## src/rtl/cnn_layer_accel_ctrl_pkg.sv

```systemverilog
// Shared types and constants for the cnn_layer_accel quad job sequencer.
package cnn_layer_accel_ctrl_pkg;

  localparam int C_QUAD_DATA_W = 128;

  typedef enum logic [3:0] {
    S_IDLE,
    S_CFG,
    S_JSTART,
    S_WFETCH,
    S_FACK,
    S_STREAM,
    S_FDONE,
    S_WCOMP,
    S_DONE
  } state_e;

endpackage

```

## src/rtl/cnn_layer_accel_prefetch_fifo.sv

```systemverilog
// 2-entry first-word-fall-through skid FIFO fed by a 1-cycle-latency RAM.
// The in-flight flag reserves a slot for every read so the FIFO can never overflow.
module cnn_layer_accel_prefetch_fifo
  import cnn_layer_accel_ctrl_pkg::*;
#(
  parameter int DW = C_QUAD_DATA_W
) (
  input  logic          clk_i,
  input  logic          rst_i,
  input  logic          flush_i,
  input  logic          issue_i,
  input  logic [DW-1:0] rd_data_i,
  input  logic          pop_i,
  output logic          can_issue_o,
  output logic          head_valid_o,
  output logic [DW-1:0] head_data_o
);

  logic [DW-1:0] mem_q [2];
  logic          wr_idx_q;
  logic          rd_idx_q;
  logic [1:0]    count_q;
  logic          inflight_q;
  logic          wr;
  logic          pop;

  assign head_valid_o = (count_q != 2'd0);
  assign head_data_o  = mem_q[rd_idx_q];
  assign wr           = inflight_q;
  assign pop          = pop_i && head_valid_o;
  // A slot freed by this cycle's pop can be reused, which keeps back-to-back streaming.
  assign can_issue_o  = (3'(count_q) + 3'(inflight_q)) < (3'd2 + 3'(pop));

  always_ff @(posedge clk_i or posedge rst_i) begin
    if (rst_i) begin
      mem_q[0]   <= '0;
      mem_q[1]   <= '0;
      wr_idx_q   <= 1'b0;
      rd_idx_q   <= 1'b0;
      count_q    <= 2'd0;
      inflight_q <= 1'b0;
    end else if (flush_i) begin
      wr_idx_q   <= 1'b0;
      rd_idx_q   <= 1'b0;
      count_q    <= 2'd0;
      inflight_q <= issue_i;
    end else begin
      inflight_q <= issue_i;
      if (wr) begin
        mem_q[wr_idx_q] <= rd_data_i;
        wr_idx_q        <= ~wr_idx_q;
      end
      if (pop) rd_idx_q <= ~rd_idx_q;
      count_q <= count_q + 2'(wr) - 2'(pop);
    end
  end

endmodule

```

## src/rtl/cnn_layer_accel_job_ctrl.sv

```systemverilog
// Host-side job sequencer: loads a quad's sequence table, then streams one pixel row per fetch request.
// The config and pixel paths share one prefetch FIFO, selected by the FSM state.
module cnn_layer_accel_job_ctrl
  import cnn_layer_accel_ctrl_pkg::*;
#(
  parameter int C_PIXEL_WIDTH = 16,
  parameter int C_NUM_LANES   = 8,
  parameter int C_CFG_WORDS   = 512,
  parameter int C_PIX_ADDR_W  = 16,
  parameter int C_DIM_W       = 10
) (
  input  logic                                 clk_if,
  input  logic                                 rst,
  input  logic                                 start,
  input  logic [C_DIM_W-1:0]                   num_rows,
  input  logic [C_DIM_W-1:0]                   num_cols,
  input  logic [1:0]                           cfg_quad_sel,
  output logic                                 busy,
  output logic                                 done,
  output logic                                 err,
  output logic [$clog2(C_CFG_WORDS)-1:0]       cfg_rd_addr,
  input  logic [C_QUAD_DATA_W-1:0]             cfg_rd_data,
  output logic [C_PIX_ADDR_W-1:0]              pix_rd_addr,
  output logic                                 pix_rd_en,
  input  logic [C_PIXEL_WIDTH*C_NUM_LANES-1:0] pix_rd_data,
  output logic [3:0]                           config_valid,
  input  logic [3:0]                           config_accept,
  output logic [C_QUAD_DATA_W-1:0]             config_data,
  output logic                                 job_start,
  input  logic                                 job_accept,
  input  logic                                 job_fetch_request,
  output logic                                 job_fetch_ack,
  output logic                                 job_fetch_complete,
  input  logic                                 job_complete,
  output logic                                 job_complete_ack,
  output logic                                 pixel_valid,
  input  logic                                 pixel_ready,
  output logic [C_PIXEL_WIDTH*C_NUM_LANES-1:0] pixel_data
);

  localparam int              CAW      = $clog2(C_CFG_WORDS);
  localparam logic [CAW:0]    CFG_END  = (CAW+1)'(C_CFG_WORDS);
  localparam logic [CAW-1:0]  CFG_LAST = CAW'(C_CFG_WORDS - 1);

  state_e                    state_q, state_d;
  logic [C_DIM_W-1:0]        rows_left_q, rows_left_d;
  logic [C_DIM_W-1:0]        cols_q, cols_d;
  logic [C_DIM_W-1:0]        col_cnt_q, col_cnt_d;
  logic [C_DIM_W-1:0]        pix_iss_q, pix_iss_d;
  logic [C_PIX_ADDR_W-1:0]   pix_ptr_q, pix_ptr_d;
  logic [CAW:0]              cfg_iss_q, cfg_iss_d;
  logic [CAW-1:0]            cfg_xfer_q, cfg_xfer_d;
  logic                      err_q, err_d;

  logic                      dims_ok, start_ok, cfg_issue, cfg_xfer, pix_beat;
  logic                      can_issue, head_valid;
  logic [C_QUAD_DATA_W-1:0]  head_data, fifo_rdata;

  assign dims_ok   = (num_rows != '0) && (num_cols != '0);
  assign start_ok  = (state_q == S_IDLE) && start && dims_ok;
  assign cfg_xfer  = (state_q == S_CFG) && head_valid && config_accept[cfg_quad_sel];
  assign pix_beat  = (state_q == S_STREAM) && head_valid && pixel_ready;
  // Word 0 is requested on the start cycle itself so it is presented two cycles later.
  assign cfg_issue = start_ok || ((state_q == S_CFG) && (cfg_iss_q != CFG_END) && can_issue);
  assign pix_rd_en = ((state_q == S_FACK) || (state_q == S_STREAM)) && (pix_iss_q != cols_q) && can_issue;
  assign fifo_rdata = (state_q == S_CFG) ? cfg_rd_data : pix_rd_data;

  cnn_layer_accel_prefetch_fifo #(.DW(C_QUAD_DATA_W)) u_fifo (
    .clk_i        (clk_if),
    .rst_i        (rst),
    .flush_i      (start_ok),
    .issue_i      (cfg_issue || pix_rd_en),
    .rd_data_i    (fifo_rdata),
    .pop_i        (cfg_xfer || pix_beat),
    .can_issue_o  (can_issue),
    .head_valid_o (head_valid),
    .head_data_o  (head_data)
  );

  always_comb begin
    state_d     = state_q;
    rows_left_d = rows_left_q;
    cols_d      = cols_q;
    col_cnt_d   = col_cnt_q;
    pix_iss_d   = pix_iss_q;
    pix_ptr_d   = pix_ptr_q;
    cfg_iss_d   = cfg_iss_q;
    cfg_xfer_d  = cfg_xfer_q;
    err_d       = err_q;
    case (state_q)
      S_IDLE: if (start) begin
        if (dims_ok) begin
          state_d     = S_CFG;
          rows_left_d = num_rows;
          cols_d      = num_cols;
          col_cnt_d   = '0;
          pix_iss_d   = '0;
          pix_ptr_d   = '0;
          cfg_iss_d   = (CAW+1)'(1);
          cfg_xfer_d  = '0;
          err_d       = 1'b0;
        end else begin
          err_d = 1'b1;
        end
      end
      S_CFG: if (cfg_xfer) begin
        cfg_xfer_d = cfg_xfer_q + 1'b1;
        if (cfg_xfer_q == CFG_LAST) state_d = S_JSTART;
      end
      S_JSTART: if (job_accept) state_d = S_WFETCH;
      S_WFETCH: begin
        if (job_fetch_request) begin
          if (rows_left_q != '0) state_d = S_FACK;
          else                   err_d   = 1'b1;
        end else if (job_complete && (rows_left_q == '0)) begin
          state_d = S_WCOMP;
        end
      end
      S_FACK: state_d = S_STREAM;
      S_STREAM: if (pix_beat) begin
        col_cnt_d = col_cnt_q + 1'b1;
        if (col_cnt_q == cols_q - 1'b1) state_d = S_FDONE;
      end
      S_FDONE: begin
        rows_left_d = rows_left_q - 1'b1;
        col_cnt_d   = '0;
        pix_iss_d   = '0;
        state_d     = (rows_left_q == C_DIM_W'(1)) ? S_WCOMP : S_WFETCH;
      end
      S_WCOMP: begin
        if (job_fetch_request) err_d = 1'b1;
        if (job_complete) state_d = S_DONE;
      end
      S_DONE: state_d = S_IDLE;
      default: state_d = S_IDLE;
    endcase
    if ((state_q == S_CFG) && cfg_issue) cfg_iss_d = cfg_iss_q + 1'b1;
    if (pix_rd_en) begin
      pix_iss_d = pix_iss_q + 1'b1;
      pix_ptr_d = pix_ptr_q + 1'b1;
    end
  end

  always_ff @(posedge clk_if or posedge rst) begin
    if (rst) begin
      state_q     <= S_IDLE;
      rows_left_q <= '0;
      cols_q      <= '0;
      col_cnt_q   <= '0;
      pix_iss_q   <= '0;
      pix_ptr_q   <= '0;
      cfg_iss_q   <= '0;
      cfg_xfer_q  <= '0;
      err_q       <= 1'b0;
    end else begin
      state_q     <= state_d;
      rows_left_q <= rows_left_d;
      cols_q      <= cols_d;
      col_cnt_q   <= col_cnt_d;
      pix_iss_q   <= pix_iss_d;
      pix_ptr_q   <= pix_ptr_d;
      cfg_iss_q   <= cfg_iss_d;
      cfg_xfer_q  <= cfg_xfer_d;
      err_q       <= err_d;
    end
  end

  // Outputs decode from state so an async reset drops every handshake at once.
  assign busy               = (state_q != S_IDLE);
  assign done               = (state_q == S_DONE);
  assign err                = err_q;
  assign cfg_rd_addr        = (state_q == S_CFG) ? cfg_iss_q[CAW-1:0] : '0;
  assign pix_rd_addr        = pix_ptr_q;
  assign config_valid       = ((state_q == S_CFG) && head_valid) ? (4'b0001 << cfg_quad_sel) : 4'b0000;
  assign config_data        = ((state_q == S_CFG) && head_valid) ? head_data : '0;
  assign job_start          = (state_q == S_JSTART);
  assign job_fetch_ack      = (state_q == S_FACK);
  assign job_fetch_complete = (state_q == S_FDONE);
  assign job_complete_ack   = (state_q == S_WCOMP) && job_complete;
  assign pixel_valid        = (state_q == S_STREAM) && head_valid;
  assign pixel_data         = pixel_valid ? head_data : '0;

endmodule

```

## config.mk

```make
export PLATFORM = sky130hd
export DESIGN_NAME = cnn_layer_accel_job_ctrl
export DESIGN_NICKNAME = d
export VERILOG_FILES = /design/src/rtl/cnn_layer_accel_ctrl_pkg.sv /design/src/rtl/cnn_layer_accel_prefetch_fifo.sv /design/src/rtl/cnn_layer_accel_job_ctrl.sv
export SDC_FILE = /design/constraint.sdc
export NUM_CORES = 1
export LEC_CHECK = 0
export ABC_CLOCK_PERIOD_IN_PS = 10600
export BUFFER_PORTS_ARGS = -buffer_cell sky130_fd_sc_hd__buf_2
export CAP_MARGIN = 20
export CELL_PAD_IN_SITES_DETAIL_PLACEMENT = 0
export CELL_PAD_IN_SITES_GLOBAL_PLACEMENT = 1
export CORE_ASPECT_RATIO = 1.75
export CORE_MARGIN = 4
export CORE_UTILIZATION = 40
export DETAILED_ROUTE_END_ITERATION = 12
export PLACE_DENSITY_LB_ADDON = 0.12
export SLEW_MARGIN = 20
export SYNTH_ARGS = -nofsm -noshare
export SYNTH_HDL_FRONTEND = slang
export SYNTH_HIERARCHICAL = 1
export SYNTH_SLANG_ARGS = --single-unit
```

## constraint.sdc

```tcl
create_clock -name clk_if -period 10.6 [get_ports clk_if]
set_clock_uncertainty 0.1 [all_clocks]
set_input_delay 1.06 -clock clk_if [delete_from_list [all_inputs] [get_ports clk_if]]
set_output_delay 1.06 -clock clk_if [all_outputs]
set_load 0.02 [all_outputs]
```

[Word level (Yosys, flattened, before mapping)]
Index checks and enable logic that the tools add are counted.
Cells by class
  add/subtract/negate cells: 11
  $lt $le $gt $ge: 5
  bitwise operators: 5
  reductions and logical operators: 50
  eq/ne operators: 28
  muxes and demuxes: 58
  shift operators: 1
Operator list (number)
  128-bit 2-to-1 mux: 7
  256-bit bitwise mux: 1
  128-bit demux with 1-bit select: 1
  10-bit 2-to-1 mux: 10
  16-bit 2-to-1 mux: 4
  4-bit 2-to-1 mux: 12
  10-bit one-hot mux with 2 select lines: 2
  9-bit 2-to-1 mux: 4
  4-bit one-hot mux with 8 select lines: 1
  10-bit by 1-bit adder with 10-bit output, second input constant: 3
  10-bit one-hot mux with 3 select lines: 1
  10-bit nonzero test: 3
  2-bit nonzero test: 11
  2-bit != test, second input constant: 10
  10-bit by 1-bit subtractor with 10-bit output, second input constant: 2
  9-bit one-hot mux with 2 select lines: 1
  16-bit by 1-bit adder with 16-bit output, second input constant: 1
  4-bit by 3-bit equality test with 1-bit output, second input constant: 4
  1-bit logical AND: 16
  3-bit AND reduction: 5
  3-bit != test, second input constant: 4
  10-bit by 1-bit equality test with 1-bit output, second input constant: 1
  10-bit equality test: 1
  10-bit zero test: 1
  32 further kinds: 52
Word-level totals
  output and inout port bits: 294
  word-level logic and storage cells: 173
  register bits: 341
  input port bits: 289

[Depth between registers and ports, before layout]
  word-level depth: 12
  mapped depth: 14
  depth with buffers taken out: 12

[By module]
The synthesis kept the hierarchy.
Modules (own cells, without submodules)
  cnn_layer_accel_prefetch_fifo: seq. area each 6531.3 µm², cells each 708, instances 1, area an instance 11404.7 µm²
  cnn_layer_accel_job_ctrl: seq. area each 2001.9 µm², cells each 1300, instances 1, area an instance 8216.6 µm²

[Worst setup path after synthesis]
No wires, ideal clock.
  path type: input-to-output
  from: input cfg_quad_sel[0]
  to: output pix_rd_en
  required time: 9.440 ns
  arrival time: 2.712 ns
  setup slack: 6.728 ns
  buffers on the path: 0
  cell stages on the path: 8
  path through: mux4_2 and3_1 nand2b_1 o21a_1 o2bb2ai_1 nor4bb_1 o31ai_2 inv_2
Between the ends
  word-level cells in the longest chain between the ends: 8
RTL lines
  from (decl): line cnn_layer_accel_job_ctrl.sv:17  | input logic [1:0] cfg_quad_sel,
  1-bit binary-select mux with 2-bit select: line cnn_layer_accel_job_ctrl.sv:61  | assign cfg_xfer = (state_q == S_CFG) && head_valid && config_accept[cfg_quad_sel];
  1-bit 2-to-1 mux (not written as such): line cnn_layer_accel_job_ctrl.sv:61
  1-bit logical AND: line cnn_layer_accel_job_ctrl.sv:61
  1-bit logical OR: line cnn_layer_accel_job_ctrl.sv:74  | .pop_i (cfg_xfer || pix_beat),
  1-bit logical AND: line cnn_layer_accel_prefetch_fifo.sv:30  | assign pop = pop_i && head_valid_o;
  2-bit by 1-bit adder with 3-bit output: line cnn_layer_accel_prefetch_fifo.sv:32  | assign can_issue_o = (3'(count_q) + 3'(inflight_q)) < (3'd2 + 3'(pop));
  3-bit < comparator: line cnn_layer_accel_prefetch_fifo.sv:32
  net can_issue: line cnn_layer_accel_job_ctrl.sv:56  | logic can_issue, head_valid;
  1-bit logical AND: line cnn_layer_accel_job_ctrl.sv:65  | assign pix_rd_en = ((state_q == S_FACK) || (state_q == S_STREAM)) && (pix_iss_q != cols_q) && can_issue;
  to (decl): line cnn_layer_accel_job_ctrl.sv:24  | output logic pix_rd_en,
The timed path passes the listed nets, and every way through them passes these cells. The select of a mux whose other input is x is not followed.

[Worst setup path after layout]
  from: register state_q[0]
  to: output pix_rd_en
Between the ends
  word-level cells in the longest chain between the ends: 8
  elaborated cells on any way between the ends: 14
  those cells by class: add/sub: 1; order compare: 1; eq/ne: 3; reduce/logical: 9
RTL lines
  from (decl): line cnn_layer_accel_job_ctrl.sv:45  | state_e state_q, state_d;
  from (signal assigned): line cnn_layer_accel_job_ctrl.sv:156  | state_q <= state_d;
  4-bit by 1-bit equality test with 1-bit output / 4-bit by 3-bit equality test with 1-bit output (equally long branches): line cnn_layer_accel_job_ctrl.sv:61, cnn_layer_accel_job_ctrl.sv:62
  1-bit logical AND, on equally long branches (2 in a row): line cnn_layer_accel_job_ctrl.sv:61, cnn_layer_accel_job_ctrl.sv:62
  1-bit logical OR *: line cnn_layer_accel_job_ctrl.sv:74
  1-bit logical AND *: line cnn_layer_accel_prefetch_fifo.sv:30
  2-bit by 1-bit adder with 3-bit output *: line cnn_layer_accel_prefetch_fifo.sv:32
  3-bit < comparator *: line cnn_layer_accel_prefetch_fifo.sv:32
  net can_issue: line cnn_layer_accel_job_ctrl.sv:56
  1-bit logical AND *: line cnn_layer_accel_job_ctrl.sv:65
Mark *: on every way through the listed nets, which the timed path passes. The rest lies on a longest branch.

==> out/metrics.cfg <==
[clock_tree]
cts.hold.buffers_added=0
tritoncts.num_buffers=35
clockRootBuffer=clkbuf_16
cts_sinks=341
ctsHtreeMaxLevel=2
cts-root-to-sink-buffers=3
worst_skew_pair.late_latency_ps=520
tritoncts=built
cts_setup_buffers=0
path_clk_slew_ps=60
post_cts_resized=0

[synthesis]
syn_nets=2311
synth_cell_types=67
netlist_instances=2008
synth_area_per_cell_sq_um=9.772
yosys_warnings=6
synth_area_sq_um=19620
synth.ff_latch_count=341
synth_sequential_area_ratio_pct=43.49
synth_enable_flop_cells=0
asyncSetResetFlopFracSynth_pct=100.0
synth_top_flop_cell=dfrtp_1

[floorplanning]
floorplan.die_area_sq_um=52800
fp.dieW_um=175.4
start_util_pct=40.37
top_level_ports=583
core_area_sq_um=48600
fp.dieH_um=301.0
placement_rows=107

[route]
ant_nets=0
drcViolationCount=0
routed_wirelength_um=64790
dr.pass1.iters=5
routed_wire_length_per_instance_um=20.44
avgViaCountPerCell=5.252
via_count=16648
drt_first_iter_violations=840

[worst_setup_path]
cp-start-kind=flop
timing.critical_path.slowest_stage_cell=nor4bb_1
worst_reg_to_reg_setup_slack_ps=5740
timing_worst_setup_path_type=flop to output pin
rr_worst_depth=14
critPathMaxFanout=57
cp_data_arrival_time_ps=4490
crit_path_frequent_cell=buf_4
endpoint_of_the_lowest_slack_register_to_register_path=pix_rd_addr[9]
timing.critical_path.required_ps=9440
critPathMaxStageDelay_ps=850
worst_setup_path_end_kind=output pin
cp_cell_sequence=nor4bb_4 > buf_4 > and2_1 > nand2_1 > nand2b_1 > o21a_1 > o2bb2ai_1 > nor4bb_1 > o31ai_4 > buf_4 > inv_2 > buf_2
worst_r2r_startpoint=state_q[0]

[outcome]
status=complete, no violations

[layout]
area_delta_synth_final_pct=22.36
final_net_count=2796
mostFrequentLayoutCell=buf_2
stdcell_area_sq_um=24010
layout-drive-gt1-share_pct=42.10
commonest_cells_after_routing_fill_and_taps_aside=buf_2, nand2_1, mux2_2

[timing]
worst_pin_slew_ps=1083
setup_viol=0
fmax_mhz=177.0
rsz0062_at_grt=false
fin_crit_sh_pct=53.30
timing.max_slew.rel_slack_pct=27.81
report.final.slew_viol_count=0
fin_crit_ps=5649
setup-tns-final_ps=0
finalHoldViolations=0

[global_route]
grtUsageTotal_pct=23.23
via_count_of_the_first_global_routing_pass=16467
grt.overflow.total=0
antenna_found_initial=4
grt_first_pass_wirelength_um=96720
pin_count_of_the_biggest_net_entering_global_routing=112

[worst_hold_path]
min_delay_worst_endpoint=rows_left_q[8]
min_delay_src=rows_left_q[8]
worst_hold_path.num_cells=2
timing.hold.worst.class=flop to flop

[power_and_ir_drop]
pwr_density_cell_nw_per_um2=281.9
p_leak_nw=12.93
power.ir.vdd_worst_mv=0.1579

[placed_design]
place.detailed.hpwl_um=48030
port-buffer-count=582
place.gp.congestion=0.8437
post_dp_cell_area_sq_um=22770

[flow_run]
number_of_violations_of_the_max_capacitance_limit=0

## power breakdown
part | internal (mW) | switching (mW)
clock | 0.815 | 0.502
sequential | 1.88 | 0.406
combinational | 1.39 | 1.77
total | 4.09 | 2.68
## per-stage QoR
step / utilization (%) / std cells / hold slack, ps / setup slack (ps) / power (mW)
after floorplan: - / 2008 / 340.0 / 2257 / 4.506
after global placement: 46.79 / 3109 / 361.2 / 5191 / 5.377
after detailed placement: 46.85 / 3110 / 366.4 / 5099 / 5.502
after CTS: 49.38 / 3167 / 383.5 / 4844 / 6.859
after global routing: 49.40 / 3170 / 401.7 / 4702 / 7.214
final: 49.40 / 3170 / 375.2 / 4951 / 6.768
## cells by family (layout without fill, tap and decap cells)
family                     count (synthesis)  count (layout)  synth area share [%]
buffers and inverters                    172             677                 4.464
muxes                                    389             389                 22.41
xor gates and xnor gates                  45              45                 2.079
DFF                                      341             341                 43.49
and+or+nand+nor                          922             922                 22.80
adders and majority gates                 14              14                0.8928
other                                      0               3                     0
AOI/OAI and AO/OA                        125             125                 3.864
## sequential cells by signal, indices dropped and copies added (netlist names), 2 cells and up
register and count:
cfg_iss_q 10, pix_iss_q 10, cols_q 10, u_fifo/mem_q 256, cfg_xfer_q 9, col_cnt_q 10
u_fifo/count_q 2, rows_left_q 10, pix_rd_addr 16, state_q 4
## worst max-delay path: cells and delay by family, from the launching register on
kind            cells  cell delay (ps)
flops               1              740
compound gates      3              510
buf+inv             4             1120
simple gates        5             1590
## cell type report
type                    count  area (sq um)
inverters                  19         80.08
diodes                      3         7.507
fillers                  4686         24590
clock inverters            11         220.2
multi-input cells        1495         10260
well taps                 654         818.3
clock buffers              46          1010
repair buffers            601          3079
flip-flops and latches    341          8537
## synthesized netlist by cell type (4+ instances only)
cell type,instances,area share (%)
nand2_1,461,8.8
mux2_2,385,22
dfrtp_1,341,43
and3_1,267,8.5
clkbuf_1,106,2.0
nor2_1,61,1.2
o21ai_0,57,1.5
nand3_1,36,0.92
a21oi_1,27,0.69
xnor2_1,27,1.2
buf_6,26,1.5
inv_1,17,0.33
nor3_1,17,0.43
xor2_1,17,0.76
buf_2,16,0.41
nand4_1,15,0.48
ha_1,14,0.89
and2_1,9,0.29
o31ai_1,8,0.31
nand2b_1,7,0.22
nor2b_1,7,0.22
nor4_1,7,0.22
nor3b_1,6,0.23
o211ai_1,5,0.19
or3_1,5,0.16
a31oi_1,4,0.13
buf_4,4,0.15
## per-layer routing
layer | routed length, um | global-route usage (%) | vias up
met5 | 13 | 0 | -
met4 | 3104 | 10.59 | 2
met3 | 3118 | 3.429 | 131
met2 | 34220 | 42.62 | 507
met1 | 24330 | 26.50 | 8107
li1 | - | - | 7901
## how the worst max path moves through the flow
stage	from	to	slack, ps	cells after the start
after floorplan	rst	u_fifo/count_q[0]	2260	1
after global placement	num_rows[4]	u_fifo/mem_q[205]	5190	11
after detailed placement	num_rows[4]	u_fifo/mem_q[235]	5100	11
after CTS	state_q[0]	pix_rd_en	4840	12
after global routing	state_q[0]	pix_rd_en	4700	12
final	state_q[0]	pix_rd_en	4950	12
(Power assumes the default switching activity.)
